### src/rtl/deser_stream.sv
// Serial-to-parallel converter: packs DATA_W bits into a word behind a valid/ready holding register.
// Optional partial-word flush is compiled in with `define DESER_FLUSH_EN.
module deser_stream #(
    parameter  int DATA_W    = 16,
    parameter  bit MSB_FIRST = 1'b1,
    localparam int LEN_W     = $clog2(DATA_W + 1)
) (
    input  logic              clk_i,
    input  logic              arst_n_i,
    input  logic              data_i,
    input  logic              data_val_i,
`ifdef DESER_FLUSH_EN
    input  logic              flush_i,
`endif
    output logic [DATA_W-1:0] deser_data_o,
    output logic [LEN_W-1:0]  deser_len_o,
    output logic              deser_data_val_o,
    input  logic              deser_data_rdy_i,
    output logic              overrun_o
);

    localparam int CNT_W = $clog2(DATA_W);

    generate
        if (DATA_W < 2) begin : g_bad_width
            $error("deser_stream: DATA_W must be >= 2");
        end
    endgenerate

    logic [CNT_W-1:0]  r_cnt;
    logic [DATA_W-1:0] r_sr;
    logic [DATA_W-1:0] w_sr_nxt;
    logic [DATA_W-1:0] w_word;
    logic [LEN_W-1:0]  w_len;
    logic              w_full;
    logic              w_done;
    logic              w_free;
`ifdef DESER_FLUSH_EN
    logic [LEN_W-1:0]  w_k;
    logic [LEN_W-1:0]  w_shamt;
`endif

    always_comb begin
        w_sr_nxt = r_sr;
        if (data_val_i) begin
            w_sr_nxt = MSB_FIRST ? {r_sr[DATA_W-2:0], data_i} : {data_i, r_sr[DATA_W-1:1]};
        end
    end

    assign w_full = data_val_i && (r_cnt == CNT_W'(DATA_W - 1));
    assign w_free = !deser_data_val_o || deser_data_rdy_i;

`ifdef DESER_FLUSH_EN
    // Stale bits of the previous word sit on the far side of the shift reg;
    // aligning by DATA_W-k pushes them out and zero-pads. A full word gets shift 0.
    assign w_k     = LEN_W'(r_cnt) + LEN_W'(data_val_i);
    assign w_shamt = LEN_W'(DATA_W) - w_k;
    assign w_done  = w_full || (flush_i && (w_k != '0));
    assign w_len   = w_k;
    assign w_word  = MSB_FIRST ? (w_sr_nxt << w_shamt) : (w_sr_nxt >> w_shamt);
`else
    assign w_done  = w_full;
    assign w_len   = LEN_W'(DATA_W);
    assign w_word  = w_sr_nxt;
`endif

    always_ff @(posedge clk_i or negedge arst_n_i) begin
        if (!arst_n_i) begin
            r_cnt <= '0;
            r_sr  <= '0;
        end else begin
            r_sr <= w_sr_nxt;
            if (w_done) begin
                r_cnt <= '0;
            end else if (data_val_i) begin
                r_cnt <= r_cnt + CNT_W'(1);
            end
        end
    end

    // Holding register: a busy slot drops the new word and flags overrun.
    always_ff @(posedge clk_i or negedge arst_n_i) begin
        if (!arst_n_i) begin
            deser_data_o     <= '0;
            deser_len_o      <= '0;
            deser_data_val_o <= 1'b0;
            overrun_o        <= 1'b0;
        end else begin
            overrun_o <= 1'b0;
            if (w_done && w_free) begin
                deser_data_o     <= w_word;
                deser_len_o      <= w_len;
                deser_data_val_o <= 1'b1;
            end else begin
                if (w_done) begin
                    overrun_o <= 1'b1;
                end
                if (deser_data_val_o && deser_data_rdy_i) begin
                    deser_data_val_o <= 1'b0;
                end
            end
        end
    end

endmodule

### config.mk
export PLATFORM = sky130hd
export DESIGN_NAME = deser_stream
export DESIGN_NICKNAME = d
export VERILOG_FILES = /design/src/rtl/deser_stream.sv
export SDC_FILE = /design/constraint.sdc
export NUM_CORES = 1
export LEC_CHECK = 0
export ABC_CLOCK_PERIOD_IN_PS = 1400
export CAP_MARGIN = 0
export CORE_MARGIN = 8
export CORE_UTILIZATION = 46
export CTS_CLUSTER_DIAMETER = 80
export DETAILED_ROUTE_END_ITERATION = 8
export HOLD_SLACK_MARGIN = 0.03
export PLACE_DENSITY = 0.74
export SYNTH_ARGS = -nofsm -noshare
export SYNTH_HDL_FRONTEND = slang
export SYNTH_SLANG_ARGS = --single-unit
### constraint.sdc
create_clock -name clk_i -period 1.4 [get_ports clk_i]
set_input_delay 0.35 -clock clk_i [delete_from_list [all_inputs] [get_ports clk_i]]
set_output_delay 0.35 -clock clk_i [all_outputs]
set_load 0.01 [all_outputs]
==> results of run 1 <==
cells in the mapped netlist (2+ instances only):
| master | n |
|---|---|
| buf_2 | 2 |
| buf_4 | 5 |
| dfrtp_1 | 39 |
| inv_1 | 2 |
| mux2_2 | 23 |
| mux2_4 | 9 |
| nand2_1 | 3 |
| nand3_1 | 3 |
| o21ai_0 | 3 |
sequential cells by signal (all words and copies together), names as in the netlist:
signal            cells
deser_data_o         16
r_sr                 16
r_cnt                 4
deser_data_val_o      1
deser_len_o           1
overrun_o             1
worst min path at each step:
stage / endpoint / depth (start not counted) / slack, ns / start
finish: deser_len_o[4] / 2 / 0.48 / arst_n_i
floorplan: deser_data_o[0] / 0 / 0.05 / arst_n_i
detailed placement: deser_len_o[4] / 1 / 0.33 / arst_n_i
CTS: deser_len_o[4] / 2 / 0.48 / arst_n_i
global placement: deser_len_o[4] / 1 / 0.32 / arst_n_i
global route: deser_len_o[4] / 2 / 0.49 / arst_n_i
per-stage QoR:
stage	worst slack [ns]	util	setup TNS, ns
6_report	-0.161	0.618	-2.04
3_3_place_gp	-0.461	0.570	-10.87
2_1_floorplan	-0.117	-	-1.09
3_5_place_dp	-0.485	0.570	-11.50
4_1_cts	-0.189	0.606	-2.55
5_1_grt	-0.237	0.618	-3.29
layer usage:
layer / share of wire / up-vias / routed length [um]
li1: - / 422 / -
met3: 0.084 / 0 / 233
met2: 0.47 / 27 / 1310
met5: 0 / - / 0
met4: 0 / 0 / 0
met1: 0.45 / 427 / 1240
timing repair:
item / in CTS / in global routing
hold endpoints to repair: 19 / 0
endpoints found under the setup margin: 35 / 36
hold buffers: 1 / 0
gates resized for setup: 22 / 24
pin swaps: 0 / 1
buffers inserted: 4 / 4
layout by cell type, fill, tap and decap left out, types with 3 or more instances in the layout:
| cell | instances |
|---|---|
| mux2_2 | 19 |
| clkdlybuf4s50_1 | 3 |
| o21ai_0 | 3 |
| clkbuf_4 | 5 |
| clkdlybuf4s15_1 | 13 |
| nand2_1 | 3 |
| nand3_1 | 3 |
| conb_1 | 4 |
| buf_4 | 14 |
| dfrtp_1 | 39 |
| clkbuf_2 | 5 |
| mux2_4 | 13 |
cells by family (layout without fill, tap and decap cells):
logic type / after synthesis / after routing / share of synthesized area
AO/OA/AOI/OAI: 5 / 5 / 0.0186
buffers and inverters: 10 / 50 / 0.0452
other: 1 / 4 / 0.00242
flip-flops: 39 / 39 / 0.630
adder cells (fa/ha/maj): 1 / 1 / 0.00808
AND/OR/NAND/NOR: 11 / 11 / 0.0355
XOR/XNOR: 1 / 1 / 0.00566
multiplexers: 32 / 32 / 0.254
power by group:
group / total, mW / switching [mW] / internal [mW]
registers: 1.73 / 0.207 / 1.52
clock network: 0.928 / 0.370 / 0.557
logic: 1.20 / 0.468 / 0.736
total: 3.86 / 1.04 / 2.82
critical path, cell delays in order (launching register included):
cell     delay (ns)
dfrtp_1        0.41
ha_2           0.19
nand4_1        0.13
nor2b_2        0.19
buf_12         0.19
mux2_2         0.35
area by class of cell:
class                   count  area [um^2]
clock buffers               6         41.3
inverters                   2         7.51
flip-flops and latches     39          976
fillers                   249         1250
multi-input cells          54          534
repair buffers             40          354
well taps                  46         57.6
clock inverters             2         60.1
==> qor.csv, run 1 <==
metric,value,unit
status,"complete, but fails checks",
failing checks,setup timing,
initial core utilization,0.472,
number of synthesized flops with an enable pin,0,
Main synth FF type,dfrtp_1,
final hold violation count,0,
final hold slack,0.478,ns
"Max FO, Critical Path",17,
GR Layer Usage met2,0.177,
skew final,0.00745,ns
post-synth top area share,0.630,
Synth async-reset ratio,1.00,
grt ovf,0,
final cell count without fillers,189,
DRC Markers,0,
final setup margin,-0.161,ns
H-tree depth,2,
kind of critical path,reg -> reg,
clk buf depth,2,
dominant cells by area after synthesis,"dfrtp_1, mux2_2, mux2_4, buf_4, nand3_1",
worst path required time,1.64,ns
placed instance count,172,
final WL,2780,um
Post-Layout Inst Area,0.00203,mm^2
Hold Crit Class,in -> async,
chip width,74.0,um
f_max,0.641,GHz
peak supply drop,984,uV
Layout area overhead,31.1,%
Syn Area/Cell,15.5,um^2
"flops & latches, synth",39,
PwrDens,1900,mW/mm^2
Max Cap Violations,0,
P_leak,0.972,nW
crit path capture type,flop,
met1 Use GR,0.130,
fin crit share,1.11,
core area,0.00328,mm^2
vias per cell,4.63,
DR WL/cell,14.7,um
worst r2r dst,deser_data_o[3],
Final ANT Viol Nets,0,
yosys warns,0,
input/output buffers,23,
CTS Buf Count,5,
vias in the first global route,980,
Cell variety after synth,20,
minimum clock period,1.56,ns
Total Power,3.86,mW
worst setup path start,r_cnt[0],
Synth Instances,100,
n_diodes,0,
GR Layer Usage met3,0.0620,
Synth Cell Area,0.00155,mm^2
Skew-Pair Late Insertion Delay,0.34,ns
most used routing layer,met2,
vias,876,
Worst setup endpoint,deser_data_o[3],
1st-pass router iterations,4,
sequential-to-total area share from yosys stat,0.630,
R2R Path Start,r_cnt[0],
RSZ-0062 raised after global routing,true,
DPL Wire Length,1880,um
startpoint types,flop,
# rows,21,
drt initial violations,51,
gp weighted congestion,0.673,
initial antenna violation count,0,
largest net degree at the start of global routing,23,
TritonCTS clock tree,built,
first-pass GRT wire length,4660,um
overall routing resource usage,0.114,
# nets final,148,
data arrival time of the critical path,1.80,ns
Reg2Reg Depth,5,
dominant cell type by area after synthesis,dfrtp_1,
CTS sink cnt,39,
DIE AREA,0.00548,mm^2
Die Span Y,74.0,um
Post-DP Area,0.00187,mm^2
setup violators final,16,
Ports,28,
Max Transition Viols Final,0,
Worst R2R Setup Slack,-0.16,ns
root buf cell,clkbuf_4,
clock-pin slew on the worst setup and hold paths,0.12,ns
layout cells sized above 1,0.448,
(Power assumes the default switching activity.)
==> inputs of run 2 (changes only) <==
==> config.mk (replaced) <==
export PLATFORM = sky130hd
export DESIGN_NAME = deser_stream
export DESIGN_NICKNAME = d
export VERILOG_FILES = /design/src/rtl/deser_stream.sv
export SDC_FILE = /design/constraint.sdc
export NUM_CORES = 1
export LEC_CHECK = 0
export ABC_CLOCK_PERIOD_IN_PS = 1700
export CAP_MARGIN = 0
export CORE_MARGIN = 8
export CORE_UTILIZATION = 47
export CTS_CLUSTER_DIAMETER = 80
export DETAILED_ROUTE_END_ITERATION = 8
export DONT_BUFFER_PORTS = 1
export HOLD_SLACK_MARGIN = 0.03
export SYNTH_ARGS = -nofsm -noshare
export SYNTH_HDL_FRONTEND = slang
export SYNTH_SLANG_ARGS = --single-unit
==> constraint.sdc (replaced) <==
create_clock -name clk_i -period 1.7 [get_ports clk_i]
set_input_delay 0.425 -clock clk_i [delete_from_list [all_inputs] [get_ports clk_i]]
set_output_delay 0.425 -clock clk_i [all_outputs]
set_load 0.01 [all_outputs]
==> run 2 against run 1 <==
The run now ends clean. Largest power group unchanged. Core utilization fell by 11 points. Wire length fell by 18%. Setup slack improved by 0.27 ns. Clock-buffer cell count fell by 1. Clock skew rose by 0.00071 ns.
==> qor.csv, run 2 (synthesis results as in run 1) <==
metric,value,unit,change
vias,733,,-16%
final hold violation count,0,,unchanged
TritonCTS clock tree,built,,
Crit-path slowest cell,dfrtp_1,,
max layer used,met4,,
Logic pwr share,0.205,,-0.107
crit path capture type,flop,,
Max Cap Violations,0,,unchanged
P_leak,0.776,nW,-20%
Worst R2R Setup Slack,0.11,ns,+0.27 ns
initial antenna violation count,0,,unchanged
grt ovf,0,,unchanged
Post-DP Area,0.00157,mm^2,-16%
input/output buffers,0,,-100%
Sw Ratio,0.301,,+0.0301
DRC Markers,0,,unchanged
Largest regs,"deser_data_o: 16 flops, r_sr: 16 flops, r_cnt: 4 flops",,
CTS sink cnt,39,,unchanged
CTS Buf Count,5,,unchanged
# rows,21,,unchanged
layout cells sized above 1,0.421,,-0.0270
met2 WL,1090,um,-17%
critical path's top delay family,flip-flops,,
Reg area,976,um^2,unchanged
Multi-input gate area,517,um^2,-3.3%
core area,0.00326,mm^2,-0.80%
drt initial violations,51,,unchanged
wl on met1,981,um,-21%
"commonest non-fill, non-tap cell in the layout",dfrtp_1,,
clock power share,0.179,,-0.061
f_max,0.628,GHz,-1.9%
sw power,0.747,mW,-28%
PwrDens,1500,mW/mm^2,-21%
vias per cell,4.79,,+3.4%
worst path required time,1.93,ns,+0.29 ns
Int Pwr,1.74,mW,-38%
Skew-Pair Late Insertion Delay,0.34,ns,about the same
initial core utilization,0.475,,+0.00380
Layout area overhead,6.87,%,
n_diodes,0,,unchanged
data arrival time of the critical path,1.82,ns,+0.02 ns
Fill cells,302,,+21%
gp weighted congestion,0.660,,-1.9%
Hold Crit Class,in -> reg,,
sequential share of power,0.616,,+0.168
post-CTS setup buffer count,0,,-4
slowest cell delay on critical path,0.39,ns,-0.02 ns
overall routing resource usage,0.0969,,-0.0170
CP Buf/Inv Count,1,,unchanged
peak supply drop,586,uV,-41%
Final ANT Viol Nets,0,,unchanged
cts repair resizes,0,,-100%
Post-Layout Inst Area,0.00166,mm^2,-18%
DPL Wire Length,1550,um,-18%
H-tree depth,2,,unchanged
"commonest cells after routing, fill and taps aside","dfrtp_1, mux2_2, mux2_4",,
DIE AREA,0.00539,mm^2,-1.7%
Final Util,0.508,,-0.110
clk buf depth,2,,unchanged
skew final,0.00816,ns,+0.000711 ns
"Max FO, Critical Path",9,,-8
setup violators final,0,,-16
# nets final,112,,-24%
startpoint types,flop,,
root buf cell,clkbuf_4,,
Die Span Y,73.4,um,-0.84%
1st-pass router iterations,4,,unchanged
vias in the first global route,829,,-15%
kind of critical path,reg -> reg,,
minimum clock period,1.59,ns,+0.0306 ns
Max Transition Viols Final,0,,unchanged
DR WL/cell,14.8,um,+0.71%
chip width,73.4,um,-0.84%
Ports,28,,unchanged
cell chain of the critical path,ha_1 -> nand4_1 -> nor2b_2 -> buf_4 -> mux2_2,,
clock-pin slew on the worst setup and hold paths,0.11,ns,about the same
wire length on met3,147,um,-37%
fin crit share,0.936,,-0.179
largest net degree at the start of global routing,40,,+74%
status,completed,,
first-pass GRT wire length,3920,um,-16%
final WL,2260,um,-18%
RSZ-0062 raised after global routing,true,,
[run 2: path summary, 6_finish.rpt]
check	from	endpoint	cells after the start
max in group asynchronous	arst_n_i	deser_data_o[1]	2
min in group asynchronous	arst_n_i	deser_len_o[4]	2
worst max-delay path	r_cnt[0]	deser_data_o[15]	5
worst min register to register	r_sr[15]	r_sr[15]	1
worst max register to register	r_cnt[0]	deser_data_o[15]	5
worst min-delay path	data_val_i	r_cnt[1]	1
[run 2: power groups by stage]
stage	Combinational [mW]	Sequential, mW	Clock [mW]
finish	0.511	1.53	0.444
global route	0.577	1.59	0.504
CTS	0.520	1.54	0.466
detailed placement	0.489	1.56	0
global placement	0.475	1.56	0
floorplan	0.454	1.49	0
[run 2: timing repair]
action	CTS	global route
endpoints found under the setup margin	0	1
endpoints found under the hold margin	39	0
hold buffers	2	0
[run 2: metal layers]
layer  track usage  vias up
met2         0.151       17
met4        0.0599        0
met3        0.0396        5
met5             0        -
met1         0.108      365
li1              -      346
[run 2: layout make-up]
type / count / area share
tap: 46 / 0.0348
inverter: 2 / 0.00454
multi-input combinational: 54 / 0.312
clock buffer: 5 / 0.0227
sequential: 39 / 0.590
clock inverter: 3 / 0.00907
timing repair buffer: 4 / 0.0272
[run 2: through the flow]
step	hold slack [ns]	power [mW]	cells	setup WS, ns	TNS [ns]
detailed placement	0.131	2.05	143	0.130	0
finish	0.192	2.49	153	0.109	0
global placement	0.131	2.03	143	0.173	0
global route	0.170	2.67	153	-0.00458	-0.00458
floorplan	0.129	1.94	103	0.179	0
CTS	0.176	2.53	153	0.100	0
